File: config.mk
export PLATFORM = sky130hd
export DESIGN_NAME = dual_switch_conditioner
export DESIGN_NICKNAME = d
export VERILOG_FILES = /design/src/rtl/conditioner_pkg.sv /design/src/rtl/debounce_channel.sv /design/src/rtl/dual_switch_conditioner.sv
export SDC_FILE = /design/constraint.sdc
export NUM_CORES = 1
export LEC_CHECK = 0
export BUFFER_PORTS_ARGS = -buffer_cell sky130_fd_sc_hd__buf_2
export CAP_MARGIN = 10
export CORE_ASPECT_RATIO = 1.25
export CORE_MARGIN = 2
export CORE_UTILIZATION = 25
export DETAILED_ROUTE_END_ITERATION = 8
export PLACE_DENSITY = 0.5
export SETUP_SLACK_MARGIN = 0.3
export SYNTH_ARGS = -nofsm -noshare
export SYNTH_HDL_FRONTEND = slang
export SYNTH_HIERARCHICAL = 1
export SYNTH_SLANG_ARGS = --single-unit
File: constraint.sdc
create_clock -name clk -period 2.2 [get_ports clk]
set_input_delay 0.11 -clock clk [delete_from_list [all_inputs] [get_ports clk]]
set_output_delay 0.11 -clock clk [all_outputs]
set_load 0.01 [all_outputs]
File: src/rtl/conditioner_pkg.sv
// Shared types and defaults for the dual switch conditioner.
// Optional edge pulses: SWITCH_CONDITIONER_EDGE_PULSE_EN.
package conditioner_pkg;

    typedef enum logic {
        STABLE   = 1'b0,
        COUNTING = 1'b1
    } chan_state_t;

    localparam int DEF_SYNC_STAGES     = 2;
    localparam int DEF_DEBOUNCE_CYCLES = 16;

endpackage

File: src/rtl/debounce_channel.sv
// One switch channel: synchronizer, debounce FSM/counter, clean level
// and a registered change flag aligned with the new level.
module debounce_channel
    import conditioner_pkg::*;
#(
    parameter int SYNC_STAGES     = DEF_SYNC_STAGES,
    parameter int DEBOUNCE_CYCLES = DEF_DEBOUNCE_CYCLES
) (
    input  logic clk,
    input  logic rst_n,
    input  logic sw_raw,
    output logic level,
    output logic change
);

    localparam int CW = $clog2(DEBOUNCE_CYCLES + 1);
    localparam logic [CW-1:0] LAST = CW'(DEBOUNCE_CYCLES);

    logic [SYNC_STAGES-1:0] sync_q;
    logic                   sync;
    chan_state_t            state;
    logic [CW-1:0]          cnt;
    logic [CW-1:0]          cnt_inc;

    assign sync    = sync_q[SYNC_STAGES-1];
    assign cnt_inc = cnt + CW'(1);

    always_ff @(posedge clk or negedge rst_n) begin
        if (!rst_n) begin
            sync_q <= '0;
        end else begin
            sync_q <= {sync_q[SYNC_STAGES-2:0], sw_raw};
        end
    end

    // Counter only runs while sync disagrees; it clears before reaching LAST+1.
    always_ff @(posedge clk or negedge rst_n) begin
        if (!rst_n) begin
            state  <= STABLE;
            cnt    <= '0;
            level  <= 1'b0;
            change <= 1'b0;
        end else begin
            change <= 1'b0;
            unique case (state)
                STABLE: begin
                    cnt <= '0;
                    if (sync != level) begin
                        if (DEBOUNCE_CYCLES == 1) begin
                            level  <= sync;
                            change <= 1'b1;
                        end else begin
                            cnt   <= CW'(1);
                            state <= COUNTING;
                        end
                    end
                end
                COUNTING: begin
                    if (sync == level) begin
                        cnt   <= '0;
                        state <= STABLE;
                    end else if (cnt_inc == LAST) begin
                        level  <= sync;
                        change <= 1'b1;
                        cnt    <= '0;
                        state  <= STABLE;
                    end else begin
                        cnt <= cnt_inc;
                    end
                end
            endcase
        end
    end

endmodule

File: src/rtl/dual_switch_conditioner.sv
// Two debounced switch channels feeding the gate block's A/B inputs.
// Define SWITCH_CONDITIONER_EDGE_PULSE_EN to add per-channel edge pulses.
module dual_switch_conditioner
    import conditioner_pkg::*;
#(
    parameter int SYNC_STAGES     = DEF_SYNC_STAGES,
    parameter int DEBOUNCE_CYCLES = DEF_DEBOUNCE_CYCLES
) (
    input  logic clk,
    input  logic rst_n,
    input  logic sw_a_raw,
    input  logic sw_b_raw,
    output logic A,
    output logic B,
    output logic any_change
`ifdef SWITCH_CONDITIONER_EDGE_PULSE_EN
    ,
    output logic a_rise,
    output logic a_fall,
    output logic b_rise,
    output logic b_fall
`endif
);

    logic chg_a;
    logic chg_b;

    debounce_channel #(
        .SYNC_STAGES    (SYNC_STAGES),
        .DEBOUNCE_CYCLES(DEBOUNCE_CYCLES)
    ) u_ch_a (
        .clk   (clk),
        .rst_n (rst_n),
        .sw_raw(sw_a_raw),
        .level (A),
        .change(chg_a)
    );

    debounce_channel #(
        .SYNC_STAGES    (SYNC_STAGES),
        .DEBOUNCE_CYCLES(DEBOUNCE_CYCLES)
    ) u_ch_b (
        .clk   (clk),
        .rst_n (rst_n),
        .sw_raw(sw_b_raw),
        .level (B),
        .change(chg_b)
    );

    // Both flags are registered, so a simultaneous flip is still one pulse.
    assign any_change = chg_a | chg_b;

`ifdef SWITCH_CONDITIONER_EDGE_PULSE_EN
    assign a_rise = chg_a &  A;
    assign a_fall = chg_a & ~A;
    assign b_rise = chg_b &  B;
    assign b_fall = chg_b & ~B;
`endif

endmodule

==> impl_metrics.sql <==
INSERT INTO impl_metrics (metric_group, metric, value, unit) VALUES
('power_and_ir_drop', 'power_leakage', '0.000505', 'uW'),
('clock_network', 'cts_tree', 'built', ''),
('timing', 'final_min_period_over_clock_period', '0.649', ''),
('clock_network', 'clock_tree.root_cell', 'clkbuf_8', ''),
('placement', 'place.detailed.hpwl', '932', 'um'),
('route', 'detail-route-antenna-nets', '0', ''),
('final_layout', 'post_route_cells_drive_above_1_share', '0.214', ''),
('timing', 'crit_path_setup_slack_layout', '0.773', 'ns'),
('timing', 'finalSetupTns', '0', 'ns'),
('clock_network', 'ctsHtreeMaxLevel', '1', ''),
('grt', 'gr-total-overflow', '0', ''),
('route', 'm1WireLength', '626', 'um'),
('clock_network', 'postCtsSetupRepairBufs', '0', ''),
('floorplan', 'core', '3250', 'um2'),
('route', 'dr.first_iter.drc_count', '6', ''),
('worst_setup_path', 'cp-startpoint', 'u_ch_a/cnt[3]$_DFF_PN0_', ''),
('synthesis', 'syn-cell-area', '860', 'um2'),
('power_and_ir_drop', 'power_density', '757', 'nW/um2'),
('worst_setup_path', 'r2r-end', 'u_ch_a/level$_DFFE_PN0P_', ''),
('synthesis', 'synth_seq_cells', '20', ''),
('synthesis', 'post_synth_inst_count', '71', ''),
('worst_setup_path', 'setup.reg_to_reg.worst_slack', '0.77', 'ns'),
('synthesis', 'synth_top_area_cell', 'dfrtp_1', ''),
('clock_network', 'insertion_delay', '0.26', 'ns'),
('route', 'post_drt_via_cell_ratio', '4.36', ''),
('route', 'routed-wl-met3', '49', 'um'),
('worst_setup_path', 'r2r-start', 'u_ch_a/cnt[3]$_DFF_PN0_', ''),
('worst_setup_path', 'timing.setup.critical_path_class', 'reg -> reg', ''),
('timing', 'post-route-min-period', '1.43', 'ns'),
('synthesis', 'synth.yosys.warnings', '6', ''),
('final_layout', 'mostFrequentLayoutCell', 'dfrtp_1', ''),
('route', 'route.met2.wl', '603', 'um'),
('floorplan', 'die_y', '69.6', 'um'),
('floorplan', 'initial_core_util', '0.264', ''),
('placement', 'gp_routability_congestion', '0.733', ''),
('placement', 'place_worst_setup_slack', '0.791', 'ns'),
('worst_setup_path', 'crit_required', '2.34', 'ns'),
('worst_setup_path', 'crit_fanout', '4', ''),
('floorplan', 'floorplan.die.width', '56.4', 'um'),
('clock_network', 'clockBufferDepth', '2', ''),
('grt', 'groute.usage.overall', '0.0744', ''),
('route', 'route.final.wire_length', '1.30', 'mm'),
('grt', 'grt_pass1_vias', '543', ''),
('worst_setup_path', 'timing.critical_path.arrival', '1.56', 'ns'),
('timing', 'rsz0062_at_grt', 'no', ''),
('final_layout', 'area_delta_synth_final', '20.7', '%'),
('synthesis', 'synth-seq-area-share', '0.582', ''),
('power_and_ir_drop', 'ir_drop', '0.000435', 'V'),
('timing', 'hold_violations', '0', ''),
('route', 'wl_per_cell', '10.7', 'um'),
('synthesis', 'postSynthAreaPerCell', '12.1', 'um2'),
('worst_hold_path', 'hold_class', 'in -> async', ''),
('route', 'detail_route.first_pass.iterations', '4', ''),
('placement', 'numPortBuffers', '6', ''),
('floorplan', 'fp.dieArea', '3930', 'um2'),
('timing', 'timing.clock.skew', '0.0107', 'ns'),
('timing', 'worst_margin_slew', '0.437', 'ns'),
('status', 'run_status', 'finished, final reports clean', ''),
('synthesis', 'synth_cell_types', '20', ''),
('grt', 'grt_max_degree', '21', ''),
('timing', 'setup_viol', '0', ''),
('route', 'route.detailed.drc', '0', ''),
('grt', 'initial_antenna_violation_count', '0', ''),
('floorplan', 'design.portCount', '7', ''),
('route', 'routed.top_layer', 'met4', ''),
('synthesis', 'synth_top_area_frac', '0.582', ''),
('floorplan', 'placement_rows', '23', ''),
('run', 'max-cap-violations', '0', ''),
('final_layout', 'layout.nets', '91', ''),
('placement', 'place_inst', '114', ''),
('timing', 'slew_headroom', '0.708', '');
==> area by class of cell <==
type	count	area, um2	area share
sequential	20	500	0.483
multi-input combinational	49	352	0.339
timing repair buffer	9	60.1	0.0579
tap	37	46.3	0.0446
clock buffer	3	41.3	0.0398
clock inverter	1	30.0	0.0290
inverter	2	7.51	0.00724
==> kinds of logic (layout without fill, tap and decap cells) <==
group / after synthesis / count (layout) / share of synthesized area
buf+inv: 2 / 15 / 0.00874
mux: 4 / 4 / 0.0582
fa+ha+maj: 2 / 2 / 0.0291
compound gates: 8 / 8 / 0.0553
simple gates: 29 / 29 / 0.205
xor+xnor: 6 / 6 / 0.0611
flops: 20 / 20 / 0.582
==> Yosys cell counts <==
library cell   n
nor3b_2        2
and2b_1        2
nor2b_1        4
nand2b_1       2
nand3_1        2
nand4_1        2
dfrtp_1       20
nor3_1         2
a31o_2         2
a21oi_1        4
ha_1           2
nor2_1         8
o21ai_0        2
or2_1          1
mux2i_1        2
nand2_4        2
inv_1          2
mux2_4         2
nand2_1        2
xnor2_1        6
==> report_power, final <==
| group | leakage, uW | switching (uW) | internal (uW) |
|---|---|---|---|
| combinational | 0.000208 | 19.0 | 16.1 |
| clock | 0.0000357 | 121 | 243 |
| sequential | 0.000261 | 8.16 | 378 |
==> worst min path at each step <==
stage,from,endpoint,slack [ns],cells past startpoint
after floorplan,rst_n,u_ch_a/change$_DFF_PN0_,-0.19,0
after global placement,rst_n,u_ch_a/cnt[3]$_DFF_PN0_,0.08,1
after detailed placement,rst_n,u_ch_a/cnt[1]$_DFF_PN0_,0.09,1
after CTS,rst_n,u_ch_a/sync_q[0]$_DFF_PN0_,0.34,2
after global routing,rst_n,u_ch_a/sync_q[0]$_DFF_PN0_,0.37,2
final,rst_n,u_ch_a/sync_q[0]$_DFF_PN0_,0.32,2
==> critical path, stage by stage, from the launching register on <==
cell     delay (ns)
dfrtp_1        0.42
nor2b_1        0.18
mux2i_1        0.13
nor3b_2        0.26
mux2_4         0.32
==> stage by stage <==
stage	power [uW]	util	hold slack (ns)
after floorplan	411	-	-0.186
after CTS	794	0.319	0.339
after global routing	818	0.319	0.366
after detailed placement	426	0.288	0.0868
final	785	0.319	0.321
after global placement	425	0.288	0.0804
==> state kept, by name, summed over array words and instances (netlist names) <==
name           count
u_ch_a/cnt         5
u_ch_a/change      1
u_ch_a/sync_q      2
u_ch_a/state       1
u_ch_b/change      1
u_ch_a/level       1
u_ch_b/cnt         5
u_ch_b/state       1
u_ch_b/level       1
u_ch_b/sync_q      2
==> layer usage <==
metal  GRT usage  vias up
met3      0.0224        2
met2       0.115        8
met5           0        -
met4      0.0476        0
li1            -      265
met1      0.0882      252
==> what timing repair did <==
| action | CTS | global route |
|---|---|---|
| resized for setup | 0 | 0 |
| hold buffers | 3 | 0 |
| hold endpoints to repair | 22 | 0 |
No activity file was read; power rests on OpenSTA's default activity.
